## src/rtl/screen_sequencer_pkg.sv

```systemverilog
// rtl/screen_sequencer_pkg.sv - shared constants and types for the screen sequencer
//
// Purpose: screen indices, GAP length, watchdog limit and pixel field widths
//          shared by the interface, the pixel mux and the sequencer top.
// Ports:   none (package).
package screen_sequencer_pkg;

    typedef enum logic [1:0] {
        TITLE = 2'd0,
        PLAY  = 2'd1,
        WIN   = 2'd2,
        LOSE  = 2'd3
    } screen_e;

    localparam int NUM_SCREENS = 4;
    localparam int GAP_CYCLES  = 2;
    localparam int WDOG_MAX    = 255;

    localparam int X_W = 9;
    localparam int Y_W = 8;
    localparam int C_W = 3;

    localparam logic [1:0] GAP_INIT     = 2'(GAP_CYCLES);
    localparam logic [7:0] WDOG_MAX_VAL = 8'(WDOG_MAX);

    // One-hot "run" vector for a screen.
    function automatic logic [NUM_SCREENS-1:0] screen_onehot(input screen_e s);
        return 4'b0001 << s;
    endfunction

endpackage

```

## src/rtl/screen_sequencer_if.sv

```systemverilog
// rtl/screen_sequencer_if.sv - pixel source/sink bus between screens, sequencer and VGA adapter
//
// Purpose: groups the four packed screen pixel sources and the registered
//          pixel stream that goes to the VGA adapter.
// Signals: src_x/src_y/src_color/src_plot  - packed per-screen sources (screen k in slice k)
//          x_out/y_out/color_out/plot_out  - selected, registered pixel stream
// Modports: master - the sequencer (consumes sources, drives the stream)
//           slave  - screens + VGA side (drives sources, consumes the stream)
interface screen_sequencer_if;
    import screen_sequencer_pkg::*;

    logic [NUM_SCREENS*X_W-1:0] src_x;
    logic [NUM_SCREENS*Y_W-1:0] src_y;
    logic [NUM_SCREENS*C_W-1:0] src_color;
    logic [NUM_SCREENS-1:0]     src_plot;

    logic [X_W-1:0]             x_out;
    logic [Y_W-1:0]             y_out;
    logic [C_W-1:0]             color_out;
    logic                       plot_out;

    modport master (
        input  src_x, src_y, src_color, src_plot,
        output x_out, y_out, color_out, plot_out
    );

    modport slave (
        output src_x, src_y, src_color, src_plot,
        input  x_out, y_out, color_out, plot_out
    );

endinterface

```

## src/rtl/screen_sequencer_pixel_mux4.sv

```systemverilog
// rtl/screen_sequencer_pixel_mux4.sv - registered 4:1 pixel mux with plot gate
//
// Purpose: each cycle registers the x/y/color fields of the selected source
//          and its plot strobe ANDed with plot_en_i. One cycle latency.
// Ports:   clk, reset_n          - clock, async active-low reset
//          sel_i                 - selected source index
//          plot_en_i             - gate for the plot strobe
//          src_*_i               - packed per-source fields
//          x_o/y_o/color_o/plot_o - registered selected pixel
module pixel_mux4
    import screen_sequencer_pkg::*;
(
    input  logic                       clk,
    input  logic                       reset_n,
    input  logic [1:0]                 sel_i,
    input  logic                       plot_en_i,
    input  logic [NUM_SCREENS*X_W-1:0] src_x_i,
    input  logic [NUM_SCREENS*Y_W-1:0] src_y_i,
    input  logic [NUM_SCREENS*C_W-1:0] src_color_i,
    input  logic [NUM_SCREENS-1:0]     src_plot_i,
    output logic [X_W-1:0]             x_o,
    output logic [Y_W-1:0]             y_o,
    output logic [C_W-1:0]             color_o,
    output logic                       plot_o
);

    logic [X_W-1:0] xs [NUM_SCREENS];
    logic [Y_W-1:0] ys [NUM_SCREENS];
    logic [C_W-1:0] cs [NUM_SCREENS];

    logic [X_W-1:0] x_d,     x_q;
    logic [Y_W-1:0] y_d,     y_q;
    logic [C_W-1:0] color_d, color_q;
    logic           plot_d,  plot_q;

    always_comb begin
        for (int k = 0; k < NUM_SCREENS; k++) begin
            xs[k] = src_x_i[k*X_W +: X_W];
            ys[k] = src_y_i[k*Y_W +: Y_W];
            cs[k] = src_color_i[k*C_W +: C_W];
        end
        x_d     = xs[sel_i];
        y_d     = ys[sel_i];
        color_d = cs[sel_i];
        plot_d  = src_plot_i[sel_i] & plot_en_i;
    end

    always_ff @(posedge clk or negedge reset_n) begin
        if (!reset_n) begin
            x_q     <= '0;
            y_q     <= '0;
            color_q <= '0;
            plot_q  <= 1'b0;
        end else begin
            x_q     <= x_d;
            y_q     <= y_d;
            color_q <= color_d;
            plot_q  <= plot_d;
        end
    end

    assign x_o     = x_q;
    assign y_o     = y_q;
    assign color_o = color_q;
    assign plot_o  = plot_q;

endmodule

```

## src/rtl/screen_sequencer.sv

```systemverilog
// rtl/screen_sequencer.sv - game screen sequencer: FSM, watchdog and pixel stream select
//
// Purpose: steps TITLE -> PLAY -> WIN/LOSE -> TITLE, inserts a 2-cycle GAP on
//          every screen entry, runs a frame watchdog in WIN/LOSE and forwards
//          the active screen's pixels to the VGA adapter.
// Ports:   clk, reset_n        - clock, async active-low reset
//          start               - start key level (rising edge detected here)
//          frame_tick          - 60 Hz frame pulse
//          win_evt, lose_evt   - game result pulses
//          scr_done[3:0]       - per-screen done
//          pix (master)        - pixel sources in, registered pixel stream out
//          go[3:0]             - one-hot run level to the screens
//          state_out[1:0]      - current screen index
module screen_sequencer
    import screen_sequencer_pkg::*;
(
    input  logic                   clk,
    input  logic                   reset_n,
    input  logic                   start,
    input  logic                   frame_tick,
    input  logic                   win_evt,
    input  logic                   lose_evt,
    input  logic [3:0]             scr_done,
    screen_sequencer_if.master     pix,
    output logic [NUM_SCREENS-1:0] go,
    output logic [1:0]             state_out
);

    screen_e                cur_q,   cur_d;
    logic [1:0]             gap_q,   gap_d;
    logic [7:0]             wdog_q,  wdog_d;
    logic                   start_q;
    logic [NUM_SCREENS-1:0] go_q,    go_d;

    logic       settled;
    logic       start_rise;
    logic       wdog_inc;
    logic [7:0] wdog_next;
    logic       wdog_expired;
    logic       entering;

    always_comb begin
        settled    = (gap_q == 2'd0);
        start_rise = start & ~start_q;

        // Watchdog only counts frames once WIN/LOSE has settled; it saturates.
        wdog_inc     = settled && ((cur_q == WIN) || (cur_q == LOSE)) && frame_tick
                       && (wdog_q != WDOG_MAX_VAL);
        wdog_next    = wdog_q + {7'd0, wdog_inc};
        // Expiry acts on the same edge as the tick that reaches the limit.
        wdog_expired = (wdog_next == WDOG_MAX_VAL);

        cur_d = cur_q;
        if (settled) begin
            unique case (cur_q)
                TITLE: if (start_rise && scr_done[0])  cur_d = PLAY;
                PLAY: begin
                    if (lose_evt)      cur_d = LOSE;
                    else if (win_evt)  cur_d = WIN;
                end
                WIN:   if (scr_done[2] || wdog_expired) cur_d = TITLE;
                LOSE:  if (scr_done[3] || wdog_expired) cur_d = TITLE;
                default: cur_d = TITLE;
            endcase
        end

        entering = (cur_d != cur_q);
        if (entering)      gap_d = GAP_INIT;
        else if (settled)  gap_d = 2'd0;
        else               gap_d = gap_q - 2'd1;

        wdog_d = entering ? 8'd0 : wdog_next;

        // go is registered from next-state so it rises exactly as GAP ends.
        go_d = (gap_d == 2'd0) ? screen_onehot(cur_d) : '0;
    end

    always_ff @(posedge clk or negedge reset_n) begin
        if (!reset_n) begin
            cur_q   <= TITLE;
            gap_q   <= GAP_INIT;
            wdog_q  <= 8'd0;
            start_q <= 1'b0;
            go_q    <= '0;
        end else begin
            cur_q   <= cur_d;
            gap_q   <= gap_d;
            wdog_q  <= wdog_d;
            start_q <= start;
            go_q    <= go_d;
        end
    end

    assign go        = go_q;
    assign state_out = cur_q;

    pixel_mux4 u_pixel_mux4 (
        .clk         (clk),
        .reset_n     (reset_n),
        .sel_i       (cur_q),
        .plot_en_i   (settled),
        .src_x_i     (pix.src_x),
        .src_y_i     (pix.src_y),
        .src_color_i (pix.src_color),
        .src_plot_i  (pix.src_plot),
        .x_o         (pix.x_out),
        .y_o         (pix.y_out),
        .color_o     (pix.color_out),
        .plot_o      (pix.plot_out)
    );

endmodule

```

## src/flat_wrapper.sv

```systemverilog
// flat-port wrapper written by rule: the top's interface ports become plain ports
module screen_sequencer_flat import screen_sequencer_pkg::*;
  (clk, reset_n, start, frame_tick, win_evt, lose_evt, scr_done, go, state_out, pix_src_x, pix_src_y, pix_src_color, pix_src_plot, pix_x_out, pix_y_out, pix_color_out, pix_plot_out);
  screen_sequencer_if pix_i ();
  input  logic clk;
  input  logic reset_n;
  input  logic start;
  input  logic frame_tick;
  input  logic win_evt;
  input  logic lose_evt;
  input  logic [3:0] scr_done;
  output logic [NUM_SCREENS-1:0] go;
  output logic [1:0] state_out;
  input wire logic [$bits(pix_i.src_x)-1:0] pix_src_x;
  input wire logic [$bits(pix_i.src_y)-1:0] pix_src_y;
  input wire logic [$bits(pix_i.src_color)-1:0] pix_src_color;
  input wire logic [$bits(pix_i.src_plot)-1:0] pix_src_plot;
  output wire logic [$bits(pix_i.x_out)-1:0] pix_x_out;
  output wire logic [$bits(pix_i.y_out)-1:0] pix_y_out;
  output wire logic [$bits(pix_i.color_out)-1:0] pix_color_out;
  output wire logic [$bits(pix_i.plot_out)-1:0] pix_plot_out;
  assign pix_i.src_x = pix_src_x;
  assign pix_i.src_y = pix_src_y;
  assign pix_i.src_color = pix_src_color;
  assign pix_i.src_plot = pix_src_plot;
  assign pix_x_out = pix_i.x_out;
  assign pix_y_out = pix_i.y_out;
  assign pix_color_out = pix_i.color_out;
  assign pix_plot_out = pix_i.plot_out;
  screen_sequencer u_core (.clk(clk), .reset_n(reset_n), .start(start), .frame_tick(frame_tick), .win_evt(win_evt), .lose_evt(lose_evt), .scr_done(scr_done), .pix(pix_i), .go(go), .state_out(state_out));
endmodule
```

## config.mk

```make
export PLATFORM = sky130hd
export DESIGN_NAME = screen_sequencer_flat
export DESIGN_NICKNAME = d
export VERILOG_FILES = /design/src/rtl/screen_sequencer_pkg.sv /design/src/rtl/screen_sequencer_if.sv /design/src/rtl/screen_sequencer_pixel_mux4.sv /design/src/rtl/screen_sequencer.sv /design/src/flat_wrapper.sv
export SDC_FILE = /design/constraint.sdc
export NUM_CORES = 1
export LEC_CHECK = 0
export CAP_MARGIN = 20
export CORE_ASPECT_RATIO = 1.2
export CORE_UTILIZATION = 34
export CTS_CLUSTER_SIZE = 40
export DETAILED_ROUTE_END_ITERATION = 6
export GPL_TIMING_DRIVEN = 0
export PLACE_DENSITY = 0.76
export SLEW_MARGIN = 20
export SYNTH_ARGS = -nofsm -noshare
export SYNTH_HDL_FRONTEND = slang
export SYNTH_SLANG_ARGS = --single-unit
```

## constraint.sdc

```tcl
create_clock -name clk -period 2.85 [get_ports clk]
set_input_delay 0.57 -clock clk [delete_from_list [all_inputs] [get_ports clk]]
set_output_delay 0.57 -clock clk [all_outputs]
set_load 0.05 [all_outputs]
```

=== Yosys cells after proc, flatten, opt, wreduce, memory -nomap -nowiden ===
Index checks and enable logic that the tools add are counted.

* Equal/unequal tests: 6
* Multiplexer cells: 22
* $add $sub $neg: 2
* Bitwise operators: 4
* Reduce and logical (&&, ||, !) cells: 10
* Shift-type cells: 1
* $lt $le $gt $ge: 2

{| class="wikitable"
|+ Operators with widths
! cell !! count
|-
| 2-to-1 mux 8 bit || 3
|-
| binary-select mux 9 bit (select 2 bit) || 1
|-
| 2-to-1 mux 9 bit || 2
|-
| binary-select mux 8 bit (select 2 bit) || 1
|-
| 2-to-1 mux 2 bit || 8
|-
| adder 8 x 1 -> 8 bit || 1
|-
| equality test 8 bit (second input constant) || 1
|-
| != test 8 bit (second input constant) || 1
|-
| case mux 2 bit (4 select lines) || 1
|-
| binary-select mux 3 bit (select 2 bit) || 1
|-
| zero test 2 bit || 3
|-
| 2-to-1 mux 3 bit || 2
|-
| equality test 2 bit (second input constant) || 2
|-
| logical AND 1 bit || 4
|-
| 2-to-1 mux 4 bit || 1
|-
| << shifter 1 x 2 -> 4 bit (first input constant) || 1
|-
| >= comparator 3 bit (second input constant) || 1
|-
| logical OR 1 bit || 3
|-
| less-than comparator 2 x 3 -> 1 bit (second input constant) || 1
|-
| NOT 2 -> 3 bit || 1
|-
| bitwise AND 1 bit || 2
|-
| binary-select mux 1 bit (select 2 bit) || 1
|-
| equality test 2 x 1 -> 1 bit (second input constant) || 1
|-
| != test 2 bit || 1
|-
| 3 further kinds || 3
|}

* Output and inout port bits: 27
* Input port bits: 94
* Flip-flop bits (word level): 38
* Word-level logic and storage cells: 56

=== Longest topological paths before layout ===
* Depth after elaboration: 15
* Mapped depth: 11
* Depth with buffers taken out: 10

=== By module ===
Synthesis repeated with hierarchy kept, for this count alone.

* Cells, all modules: 135
* Area total of the unflattened synthesis: 1,934.4 µm²

{| class="wikitable"
|+ Modules (own cells, without submodules)
! module !! times used !! area each (µm²) !! seq. area each (µm²) !! cells each
|-
| pixel_mux4 || 1 || 1,037.2 || 525.5 || 47
|-
| screen_sequencer || 1 || 897.1 || 426.7 || 88
|}

=== Least setup slack after synthesis ===
Ideal clock, no wire load.

* Path type: register to register
* From: register u_core.cur_q[1] (netlist: u_core.state_out[1])
* To: register u_core.gap_q[1]
* Clock period less this slack: 3,308 ps
* Required time: 2,762 ps
* Buffers on the path: 2
* Slack: -458 ps
* Cell stages (with the launch flop): 12
* Data arrival time: 3,220 ps
* Cell sequence: dfrtp_1 > clkbuf_1 > clkbuf_1 > nand3_1 > a31oi_1 > ha_1 > ha_1 > and4_1 > and3_1 > a31oi_4 > a211oi_4 > or3_1

* Word-level cells in the longest chain between the ends: 13

{| class="wikitable"
|+ Ends and longest elaborated chain
! element !! RTL line !! source
|-
| start: declaration || screen_sequencer.sv:29 || <nowiki>screen_e cur_q, cur_d;</nowiki>
|-
| start signal: assignment || screen_sequencer.sv:86 || <nowiki>cur_q <= cur_d;</nowiki>
|-
| equality test 2 bit || screen_sequencer.sv:47, screen_sequencer.sv:55 ||
|-
| logical OR 1 bit || screen_sequencer.sv:47 || <nowiki>wdog_inc = settled && ((cur_q == WIN) || (cur_q == LOSE)) && frame_tick</nowiki>
|-
| logical AND 1 bit (2 in a row) || screen_sequencer.sv:47 ||
|-
| logical AND 1 bit || screen_sequencer.sv:48 || <nowiki>&& (wdog_q != WDOG_MAX_VAL);</nowiki>
|-
| adder 8 x 1 -> 8 bit || screen_sequencer.sv:49 || <nowiki>wdog_next = wdog_q + {7'd0, wdog_inc};</nowiki>
|-
| equality test 8 bit || screen_sequencer.sv:51 || <nowiki>wdog_expired = (wdog_next == WDOG_MAX_VAL);</nowiki>
|-
| logical OR 1 bit (on tied branches) || screen_sequencer.sv:62, screen_sequencer.sv:61 ||
|-
| 2-to-1 mux 2 bit (on tied branches) || screen_sequencer.sv:62, screen_sequencer.sv:61 ||
|-
| case mux 2 bit (4 select lines) || screen_sequencer.sv:55 || <nowiki>unique case (cur_q)</nowiki>
|-
| 2-to-1 mux 2 bit || screen_sequencer.sv:54 || <nowiki>if (settled) begin</nowiki>
|-
| != test 2 bit * || screen_sequencer.sv:67 || <nowiki>entering = (cur_d != cur_q);</nowiki>
|-
| 2-to-1 mux 2 bit * || screen_sequencer.sv:68 || <nowiki>if (entering) gap_d = GAP_INIT;</nowiki>
|-
| via u_core.gap_d[1] || screen_sequencer.sv:30 || <nowiki>logic [1:0] gap_q, gap_d;</nowiki>
|-
| end signal: assignment || screen_sequencer.sv:87 || <nowiki>gap_q <= gap_d;</nowiki>
|-
| end: declaration || screen_sequencer.sv:30 ||
|}

The timed path passes the listed nets; every way through them passes the cells marked *.

=== Final worst setup path ===
* From: input frame_tick
* To: register u_core.gap_q[1]

* Word-level cells in the longest chain between the ends: 10

{| class="wikitable"
|+ Ends and longest elaborated chain
! element !! RTL line !! source
|-
| start: declaration || flat_wrapper.sv:8 || <nowiki>input logic frame_tick;</nowiki>
|-
| logical AND 1 bit * || screen_sequencer.sv:47 ||
|-
| logical AND 1 bit * || screen_sequencer.sv:48 ||
|-
| adder 8 x 1 -> 8 bit * || screen_sequencer.sv:49 ||
|-
| equality test 8 bit * || screen_sequencer.sv:51 ||
|-
| logical OR 1 bit (on tied branches) || screen_sequencer.sv:62, screen_sequencer.sv:61 ||
|-
| 2-to-1 mux 2 bit (on tied branches) || screen_sequencer.sv:62, screen_sequencer.sv:61 ||
|-
| case mux 2 bit (4 select lines) * || screen_sequencer.sv:55 ||
|-
| 2-to-1 mux 2 bit * || screen_sequencer.sv:54 ||
|-
| != test 2 bit * || screen_sequencer.sv:67 ||
|-
| 2-to-1 mux 2 bit * || screen_sequencer.sv:68 ||
|-
| via u_core.gap_d[1] || screen_sequencer.sv:30 ||
|}

Marked as above.

==> results.yml <==
hold_path:
  hp-class: "in -> async"
worst_setup_path:
  cp_num_buf_inv: 2
  cp.depth: 11
  cp.arrival_ps: 3030
  regToRegSetupSlack_ps: 70
  critPathRequiredTime_ps: 3060
  ff2ff_path_depth: 12
  cp-endpoint: "u_core.gap_q[1]"
  worstSetupEndpointType: "flip-flop"
  slowest_delay_ps: 480
  worst_setup_path_start_kind: "input port"
  timing.rr.start: "u_core.state_out[1]"
  critPathMaxFanout: 9
  crit_type: "in -> reg"
  rr_endpoint: "u_core.gap_q[1]"
  cpMaxStageDelayCell: "clkdlybuf4s50_1"
  path_cells: "clkdlybuf4s50_1, nand3_1, a31oi_1, ha_2, ha_1, and4_4, and3_1, a31oi_4, nor4_4, buf_6, or3_1"
  critPathLaunch: "frame_tick"
  critical-path-top-delay-family: "simple AND/OR/NAND/NOR gates"
clock_tree:
  root_buffer: "clkbuf_8"
  clkLatencyLatePin_ps: 290
  clockBufferDepth: 2
  clock-sinks: 38
  cts_buffers: 5
  cts_hold_buf: 0
  cts_tree: "done"
  ctsHtreeMaxLevel: 2
  clk_pin_slew_ps: 70
die:
  die_x_um: 73.69
  dieArea_um2: 6487
  rows: 30
  ioPinCount: 121
  die_h_um: 88.03
  start_util: 0.3604
  core-area_um2: 5818
power:
  powerDensity_nw_per_um2: 922.2
  p_total_uw: 3286
  peakVddDrop_v: 0.0004581
  total_leakage_power_uw: 0.001435
detailed_routing:
  routed.top_layer: "met4"
  wl_met2_mm: 3.322
  met1Wirelength_mm: 2.227
  num_vias: 1903
  drc: 0
  met3WireLength_um: 433
  routed_via_density: 5.143
  wl_per_cell_um: 16.34
  drt_wl_total_mm: 6.044
  antenna_left: 0
  drt_iter0_drc: 106
  first_pass_iters: 4
cells_and_area:
  fin_cells: 370
  fillers: 485
  layout_commonest_cell: "clkdlybuf4s50_1"
  diodes: 0
  area_growth_pct: 69.93
  mostFrequentLayoutCells: "clkdlybuf4s50_1, dfrtp_1, mux4_2"
  drive_gt1_frac: 0.1931
  layout.nets: 386
  multiInputGateArea_um2: 1132
  seqCellArea_um2: 953.4
global_routing:
  grt_pass1_vias: 1869
  overflow: 0
  grt_max_degree: 30
  grt_use_total: 0.1843
  grt_pass1_wl_mm: 9.032
  antenna_found_initial: 0
sta:
  min_period_ps: 2821
  finalSetupViolCount: 0
  slew_viol_final: 0
  clock_skew_ps: 2.854
  final_hold_viol_count: 0
  tightest_slew_ps: 620.6
  rsz0062_at_grt: "true"
  period_share: 0.9897
  fmax_mhz: 354.5
  slew_headroom: 0.5744
logic_synthesis:
  syn_nets: 255
  synth-simple-area-share: 0.1772
  synthFlopType: "dfrtp_1"
  synth_adder_area_share: 0.01193
  ys_seq_area_frac: 0.4541
  synth_top_family_by_area: "multiplexers"
  synth_edf_count: 0
  synth_compound_area_frac: 0.07936
  synthXorXnorAreaFrac: 0.02506
  synth_cell_type_count: 43
  netlist_area_um2: 2097
  syn_avg_cell_area_um2: 13.19
  yosysWarnings: 0
  synth_mux_area_frac: 0.2303
  ys_ff_latch: 38
  synthArstFlopShare: 1.000
  syn_inst: 159
status:
  status: "completed"
run:
  maxCapViolCount: 0
placed_design:
  gp_congestion: 0.8504
  hpwl_mm: 4.719
  place.port_buffers: 119
  dp.cells: 359
==> layer usage <==
metal,global-route usage,vias to the layer above
li1,-,873
met2,0.3420,90
met3,0.04258,6
met5,0,-
met4,0.03671,0
met1,0.2148,934
==> through the flow <==
step / worst slack, ps / util / hold WS (ps) / cell area [um2] / setup TNS, ps
2_1_floorplan: 29.77 / - / 274.4 / 2118 / 0
3_3_place_gp: -227.7 / 0.5860 / 549.2 / 3410 / -2239
3_5_place_dp: -273.4 / 0.5886 / 463.4 / 3425 / -2993
4_1_cts: 40.07 / 0.6056 / 146.4 / 3523 / 0
5_1_grt: -140.2 / 0.6125 / 153.4 / 3563 / -967.9
6_report: 29.44 / 0.6125 / 150.5 / 3563 / 0
==> flip-flops by register name (all words and copies together) (netlist names) <==
name and cells:
u_core.gap_q 2, u_core.go 4, u_core.start_q 1, u_core.state_out 2, u_core.u_pixel_mux4.color_o 3, u_core.u_pixel_mux4.plot_o 1, u_core.u_pixel_mux4.x_o 9, u_core.u_pixel_mux4.y_o 8
u_core.wdog_q 8
==> cell usage after synthesis, types with 2 or more instances <==
cell type  count  area [um2]
a21o_1         2       15.01
buf_4          2       15.01
nand2_1       16       60.06
nor2_1         5       18.77
buf_2          4       20.02
and4_1         3       26.28
o21ai_0        3       15.01
a21oi_1        6       30.03
nor3_1         9       45.04
dfrtp_1       37       925.9
and3_1         3       18.77
a211o_1        2       17.52
xnor2_1        5       43.79
mux4_2        21       473.0
clkbuf_1       3       11.26
nand4_1        3       18.77
nand3_1        2       10.01
nor2b_1        4       25.02
ha_1           2       25.02
and2_1         3       18.77
nand2b_1       2       12.51
==> power breakdown <==
part           leakage (uW)  internal (uW)  switching, uW  total (uW)
logic              0.000924            871           1210        2080
clock network     0.0000438            164            188         353
registers          0.000468            753           99.3         852
==> worst min-delay path by stage <==
stage,start,depth (start not counted),end,slack (ps)
floorplan,reset_n,0,u_core.gap_q[0],270
global placement,u_core.gap_q[1],1,u_core.gap_q[0],550
detailed placement,reset_n,1,u_core.u_pixel_mux4.x_o[8],460
CTS,reset_n,1,u_core.u_pixel_mux4.x_o[8],150
global route,reset_n,1,u_core.u_pixel_mux4.x_o[8],150
finish,reset_n,1,u_core.wdog_q[1],150
==> final cells by class <==
class | count | share of cell area
Clock buffer | 5 | 0.01931
Timing Repair Buffer | 123 | 0.3459
Sequential cell | 38 | 0.2676
Tap cell | 80 | 0.02809
Buffer | 9 | 0.01861
Multi-Input combinational cell | 113 | 0.3178
Clock inverter | 2 | 0.002809
==> logic make-up (layout without fill, tap and decap cells) <==
kind of cell / count (synthesis) / count (layout)
buffers and inverters: 9 / 139
XOR/XNOR: 6 / 6
multiplexers: 22 / 22
AND/OR/NAND/NOR: 61 / 61
adder cells (fa/ha/maj): 2 / 2
AO/OA/AOI/OAI: 21 / 22
flip-flops: 38 / 38
==> what timing repair did <==
item | 4_1_cts | 5_1_grt
gates resized for setup | 0 | 6
gates cloned | 1 | 0
setup endpoints to repair | 2 | 15
pin swaps | 1 | 2
buffers inserted | 1 | 3
No activity file was read; power rests on OpenSTA's default activity.
